## config.mk

```make
export PLATFORM = sky130hd
export DESIGN_NAME = signed_multiplier
export DESIGN_NICKNAME = d
export VERILOG_FILES = /design/src/rtl/mult_pkg.sv /design/src/rtl/mult_shift_add_core.sv /design/src/rtl/signed_multiplier.sv
export SDC_FILE = /design/constraint.sdc
export NUM_CORES = 1
export LEC_CHECK = 0
export ABC_AREA = 1
export CAP_MARGIN = 0
export CORE_MARGIN = 5
export CORE_UTILIZATION = 51
export CTS_CLUSTER_SIZE = 12
export DETAILED_ROUTE_END_ITERATION = 12
export PLACE_DENSITY = 0.71
export SETUP_SLACK_MARGIN = 0.5
export SYNTH_ARGS = -nofsm -noshare
export SYNTH_HDL_FRONTEND = slang
export SYNTH_HIERARCHICAL = 1
export SYNTH_SLANG_ARGS = --single-unit
```

## constraint.sdc

```tcl
create_clock -name clk -period 3.1 [get_ports clk]
set_input_delay 0.31 -clock clk [delete_from_list [all_inputs] [get_ports clk]]
set_output_delay 0.31 -clock clk [all_outputs]
set_load 0.01 [all_outputs]
```

## src/rtl/mult_pkg.sv

```systemverilog
// ---------------------------------------------------------------------------
// mult_pkg
//
// Purpose:
//   Shared types and helpers for the sequential signed multiplier.
//   Holds the controller state encoding and the sizing rule for the
//   iteration counter so the top level and the datapath core agree on it.
//
// Contents:
//   mult_state_t    - controller states (IDLE, CALC, DONE)
//   cnt_width()     - bits needed to count 0..width iterations
//   DEFAULT_WIDTH   - nominal operand width of the classifier datapath
//   DEFAULT_CNT_W   - counter width for DEFAULT_WIDTH
// ---------------------------------------------------------------------------
package mult_pkg;

    // Controller states. IDLE is the only state that accepts operands.
    typedef enum logic [1:0] {
        IDLE = 2'd0,
        CALC = 2'd1,
        DONE = 2'd2
    } mult_state_t;

    // The counter has to represent every value from 0 up to width, so it
    // needs $clog2(width+1) bits rather than $clog2(width).
    function automatic int cnt_width(input int width);
        return $clog2(width + 1);
    endfunction

    localparam int DEFAULT_WIDTH = 16;
    localparam int DEFAULT_CNT_W = cnt_width(DEFAULT_WIDTH);

endpackage

```

## src/rtl/mult_shift_add_core.sv

```systemverilog
// ---------------------------------------------------------------------------
// mult_shift_add_core
//
// Purpose:
//   Shift-add datapath of the signed multiplier. Works on operand
//   magnitudes and applies the sign once, when the last partial product
//   has been added.
//
// Ports:
//   clk     in   rising-edge clock
//   rst_n   in   asynchronous active-low reset, clears every register
//   load    in   capture a/b: sign, magnitudes, clear accumulator/counter
//   step    in   perform one shift-add iteration
//   a       in   WIDTH-bit signed multiplicand
//   b       in   WIDTH-bit signed multiplier
//   last    out  high while the counter sits on the final iteration
//   result  out  2*WIDTH-bit signed product, held until the next update
// ---------------------------------------------------------------------------
module mult_shift_add_core
    import mult_pkg::*;
#(
    parameter int WIDTH = 16
) (
    input  logic                 clk,
    input  logic                 rst_n,
    input  logic                 load,
    input  logic                 step,
    input  logic [WIDTH-1:0]     a,
    input  logic [WIDTH-1:0]     b,
    output logic                 last,
    output logic [2*WIDTH-1:0]   result
);

    localparam int CNT_W = cnt_width(WIDTH);
    localparam logic [CNT_W-1:0] LAST_CNT = CNT_W'(WIDTH - 1);

    logic                 sign;
    logic [2*WIDTH-1:0]   mcand;
    logic [WIDTH-1:0]     mplier;
    logic [2*WIDTH-1:0]   acc;
    logic [2*WIDTH-1:0]   acc_next;
    logic [CNT_W-1:0]     cnt;
    logic [WIDTH-1:0]     a_mag;
    logic [WIDTH-1:0]     b_mag;

    // Magnitudes of the incoming operands, read as unsigned WIDTH-bit
    // values. The most negative input negates to itself in two's
    // complement, and that bit pattern read unsigned is exactly
    // 2^(WIDTH-1), so no extra bit is needed.
    always_comb begin
        a_mag = a[WIDTH-1] ? (~a + WIDTH'(1)) : a;
        b_mag = b[WIDTH-1] ? (~b + WIDTH'(1)) : b;
    end

    // Accumulator value after the current iteration: add the shifted
    // multiplicand only when the multiplier bit being examined is set.
    always_comb begin
        acc_next = acc;
        if (mplier[0]) begin
            acc_next = acc + mcand;
        end
    end

    assign last = (cnt == LAST_CNT);

    // Datapath registers. A load prepares a fresh product; each step
    // folds in one multiplier bit. On the final step the corrected
    // product is written straight into result from acc_next, so the
    // answer is ready the same edge the controller enters DONE.
    // Negating an all-zero accumulator gives zero, so a zero operand
    // never yields a stray negative value.
    always_ff @(posedge clk or negedge rst_n) begin
        if (!rst_n) begin
            sign   <= 1'b0;
            mcand  <= '0;
            mplier <= '0;
            acc    <= '0;
            cnt    <= '0;
            result <= '0;
        end else if (load) begin
            sign   <= a[WIDTH-1] ^ b[WIDTH-1];
            mcand  <= {{WIDTH{1'b0}}, a_mag};
            mplier <= b_mag;
            acc    <= '0;
            cnt    <= '0;
        end else if (step) begin
            acc    <= acc_next;
            mcand  <= mcand << 1;
            mplier <= mplier >> 1;
            cnt    <= cnt + CNT_W'(1);
            if (last) begin
                result <= sign ? -acc_next : acc_next;
            end
        end
    end

endmodule

```

## src/rtl/signed_multiplier.sv

```systemverilog
// ---------------------------------------------------------------------------
// signed_multiplier
//
// Purpose:
//   Sequential two's-complement multiplier producing the full 2*WIDTH-bit
//   product of two WIDTH-bit operands. Operands are taken with a
//   valid/ready handshake, the product is computed over WIDTH cycles by
//   the shift-add core, and completion is flagged with a one-cycle
//   out_valid pulse. One product every WIDTH+2 cycles at most.
//
// Ports:
//   clk        in   rising-edge clock
//   rst_n      in   asynchronous active-low reset
//   in_valid   in   operands a/b present this cycle
//   in_ready   out  operands can be accepted (high only in IDLE)
//   a          in   WIDTH-bit signed multiplicand
//   b          in   WIDTH-bit signed multiplier
//   out_valid  out  one-cycle pulse, result is valid
//   result     out  2*WIDTH-bit signed product, held until next completion
// ---------------------------------------------------------------------------
module signed_multiplier
    import mult_pkg::*;
#(
    parameter int WIDTH = DEFAULT_WIDTH
) (
    input  logic                 clk,
    input  logic                 rst_n,
    input  logic                 in_valid,
    output logic                 in_ready,
    input  logic [WIDTH-1:0]     a,
    input  logic [WIDTH-1:0]     b,
    output logic                 out_valid,
    output logic [2*WIDTH-1:0]   result
);

    mult_state_t state;
    mult_state_t next_state;
    logic        load;
    logic        step;
    logic        last;

    // State register. Reset lands in IDLE so the block is immediately
    // ready; an abort mid-calculation simply drops the work in progress.
    always_ff @(posedge clk or negedge rst_n) begin
        if (!rst_n) begin
            state <= IDLE;
        end else begin
            state <= next_state;
        end
    end

    // Next-state and datapath strobes. Operands are only looked at in
    // IDLE; in_valid in any other state is ignored, nothing is queued.
    // CALC steps the core every cycle and leaves after the iteration the
    // core flags as last. DONE lasts exactly one cycle.
    always_comb begin
        next_state = state;
        load       = 1'b0;
        step       = 1'b0;
        case (state)
            IDLE: begin
                if (in_valid) begin
                    load       = 1'b1;
                    next_state = CALC;
                end
            end
            CALC: begin
                step = 1'b1;
                if (last) begin
                    next_state = DONE;
                end
            end
            DONE: begin
                next_state = IDLE;
            end
            default: begin
                next_state = IDLE;
            end
        endcase
    end

    // Handshake outputs are decoded from the state register alone, so
    // there is no combinational path from any input to any output.
    assign in_ready  = (state == IDLE);
    assign out_valid = (state == DONE);

    mult_shift_add_core #(
        .WIDTH (WIDTH)
    ) u_core (
        .clk    (clk),
        .rst_n  (rst_n),
        .load   (load),
        .step   (step),
        .a      (a),
        .b      (b),
        .last   (last),
        .result (result)
    );

endmodule

```

==> flow_summary_export.csv <==
group,metric,value,unit
outcome,outcome,"completed",
logic_synthesis,yosysTopAreaCell,"dfrtp_1",
route,wl_per_cell,15.9,um
flow_run,drv_cap,0,
route,viasPerCell,5.40,
logic_synthesis,synth.area.top_cells,"dfrtp_1 33%, nand2_1 21%, inv_1 10%",
power,power.total,0.0124,W
logic_synthesis,ys_seq_area_frac,0.334,
route,dr_wl_met2,12700,um
setup_path,start_kind,"flop",
power,power_density,1100,nW/um^2
die,dieArea,20400,um^2
setup_path,crit_path_end_kind,"flop",
setup_path,crit_chain,"ha_4 -> fa_2 -> nand2_2 -> buf_4 -> nand3_1 -> nand2_2 -> nor2_4 -> nand3_2 -> nor2_4 -> buf_4 -> buf_4 -> buf_4 -> buf_4 -> buf_4 -> nand3_1 -> nand2_1 -> xnor2_1 -> o21ai_0",
logic_synthesis,yosysMostFrequentCell,"nand2_1",
setup_path,max_stage_delay,410,ps
sta,grt_setup_unrepaired,"true",
power,p_clk_frac,0.160,
die,fp.dieW,143,um
route,wl_met1,12200,um
sta,max-slew-margin-rel,0.609,
grt,grt_first_pass_wirelength,44300,um
setup_path,critPathKind,"reg2reg",
logic_synthesis,ys_seq_elements,120,
sta,slew_viol_final,0,
setup_path,worst-path-buf-inv,6,
logic_synthesis,synth_warnings,6,
sta,finalSetupTns,0,ps
logic_synthesis,synth_cell_types,36,
finish,fillers,1597,
logic_synthesis,synthArstFlopShare,1.00,
route,wl,27400,um
die,core_area,17300,um^2
logic_synthesis,synth.cells.most_frequent,"511 x nand2_1, 250 x inv_1, 124 x nand3_1",
finish,nNetsFinal,1562,
power,p_int,0.00617,W
clock_tree,cts_buffers,17,
logic_synthesis,avgSynthCellArea,6.39,um^2
clock_tree,clock-sinks,120,
clock_tree,clockBufferDepth,2,
logic_synthesis,synth_nets,1479,
sta,skew,13.5,ps
setup_path,worst_path_dominant_cell_family,"buffers and inverters",
power,seqPwrFrac,0.211,
grt,grt_max_degree,58,
route,dr_total_vias,9324,
power,ir_worst_vdd,0.775,mV
clock_tree,ctsHtreeMaxLevel,4,
setup_path,required,3380,ps
route,wl_met3,1880,um
logic_synthesis,synth_area,8990,um^2
min_path,min_path_type,"in2async",
grt,antenna_found_initial,0,
route,dr.pass1.iters,5,
route,drt_iter0_drc,646,
die,fp.dieH,143,um
finish,antenna_cells,0,
logic_synthesis,synthFlopType,"dfrtp_1",
route,antenna_left,0,
die,pin_count,69,
sta,finalCriticalPeriod,2840,ps
place,port-buffer-count,68,
clock_tree,cts_tree,"built",
power,swShare,0.504,
power,power_frac_comb,0.629,
sta,fin_crit_sh,0.916,
grt,grt.overflow.total,0,
finish,area_growth,25.4,%
logic_synthesis,synth_enable_flop_cells,0,
grt,grt_pass1_vias,8746,
place,dpl.hpwl,19800,um
sta,setup_viol,0,
setup_path,worst_path_max_delay_cell,"dfrtp_1",
route,drc,0,
route,highest_layer,"met4",
clock_tree,clk_pin_slew,60,ps
power,p_sw,0.00626,W
sta,hold_viol,0,
place,gp_congestion,0.988,
grt,grt_use_total,0.273,
sta,clock.fmax,352,MHz
power,power_leakage,5.75,nW
setup_path,arrival,3120,ps
die,start_util,0.520,
logic_synthesis,synthCells,1407,
logic_synthesis,synth_top_cell_area_share,0.334,
clock_tree,clock_latency,420,ps
setup_path,crit_fanout,4,
die,placementRows,48,
finish,register_area,3010,um^2
sta,worstMarginPinSlew,587,ps
finish,multi_input_area,5440,um^2
finish,drive_gt1_frac,0.142,
setup_path,cp_common_cell,"buf_4",
clock_tree,cts-root-buf,"clkbuf_16",
## state kept, by name (all words and copies together), names as in the netlist
name / flops
u_core/mcand: 32
u_core/acc: 32
u_core/mplier: 16
state: 2
u_core/cnt: 5
u_core/result: 32
u_core/sign: 1
## cell usage in the layout (no fill, tap or decap), drive strengths merged, types with 3 or more instances in the layout
master and count:
xor2 19, nand2 518, nand3 126, buf 35
xnor2 9, clkdlybuf4s50 67, clkbuf 18, nor2 96
inv 256, o21ai 55, dfrtp 120, clkinv 7
o221ai 28, ha 36, nand4 16, nor3 12
and2 3, a21oi 29, o22ai 37
## timing repair
action,CTS,global route
hold buffers,1,0
setup endpoints to repair,24,26
endpoints found under the hold margin,39,0
resized for setup,61,88
buffers inserted,8,10
pin swaps,11,36
## path summary, 6_finish.rpt
check,startpoint,endpoint,slack [ps],cells past startpoint
min in group clk,u_core/result[21]$_DFFE_PN0P_,u_core/result[21]$_DFFE_PN0P_,480,2
worst max-delay path,u_core/mcand[0]$_DFFE_PN0P_,u_core/result[7]$_DFFE_PN0P_,260,18
worst min-delay path,rst_n,u_core/result[5]$_DFFE_PN0P_,450,2
worst max register to register,u_core/mcand[0]$_DFFE_PN0P_,u_core/result[7]$_DFFE_PN0P_,260,18
worst min register to register,u_core/result[21]$_DFFE_PN0P_,u_core/result[21]$_DFFE_PN0P_,480,2
max in group asynchronous,rst_n,u_core/mcand[7]$_DFFE_PN0P_,1910,3
## logic make-up after synthesis
logic type	after synthesis	synth area share
DFF	120	0.334
adders and majority gates	37	0.0523
AOI/OAI and AO/OA	154	0.105
buffers and inverters	293	0.125
and+or+nand+nor	775	0.356
xor gates and xnor gates	28	0.0273
## layer usage
layer	track usage	vias to the layer above
met5	0	-
met4	0.0905	0
met3	0.0459	44
met2	0.439	318
met1	0.377	4350
li1	-	4612
## layout make-up
class / instances / share of cell area
flip-flops and latches: 120 / 0.267
clock buffers: 18 / 0.0390
well taps: 225 / 0.0250
repair buffers: 103 / 0.0888
inverters: 254 / 0.0848
multi-input cells: 994 / 0.483
clock inverters: 13 / 0.0130
## metrics by stage
| stage | instance area [um^2] | cells | util | hold WS (ps) | worst slack, ps |
|---|---|---|---|---|---|
| 2_1_floorplan | 8990 | 1407 | - | 14.4 | 503 |
| 3_3_place_gp | 9960 | 1677 | 0.576 | 355 | 70.0 |
| 3_5_place_dp | 9960 | 1677 | 0.576 | 361 | 45.2 |
| 4_1_cts | 10900 | 1717 | 0.630 | 457 | 384 |
| 5_1_grt | 11300 | 1727 | 0.652 | 491 | 164 |
| 6_report | 11300 | 1727 | 0.652 | 447 | 259 |
## power groups by stage
stage	logic, W	clock network (W)	registers, W
2_1_floorplan	0.00470	0	0.00245
3_3_place_gp	0.00649	0	0.00254
3_5_place_dp	0.00657	0	0.00256
4_1_cts	0.00707	0.00202	0.00257
5_1_grt	0.00861	0.00210	0.00268
6_report	0.00782	0.00199	0.00262
No activity file was read; power rests on OpenSTA's default activity.
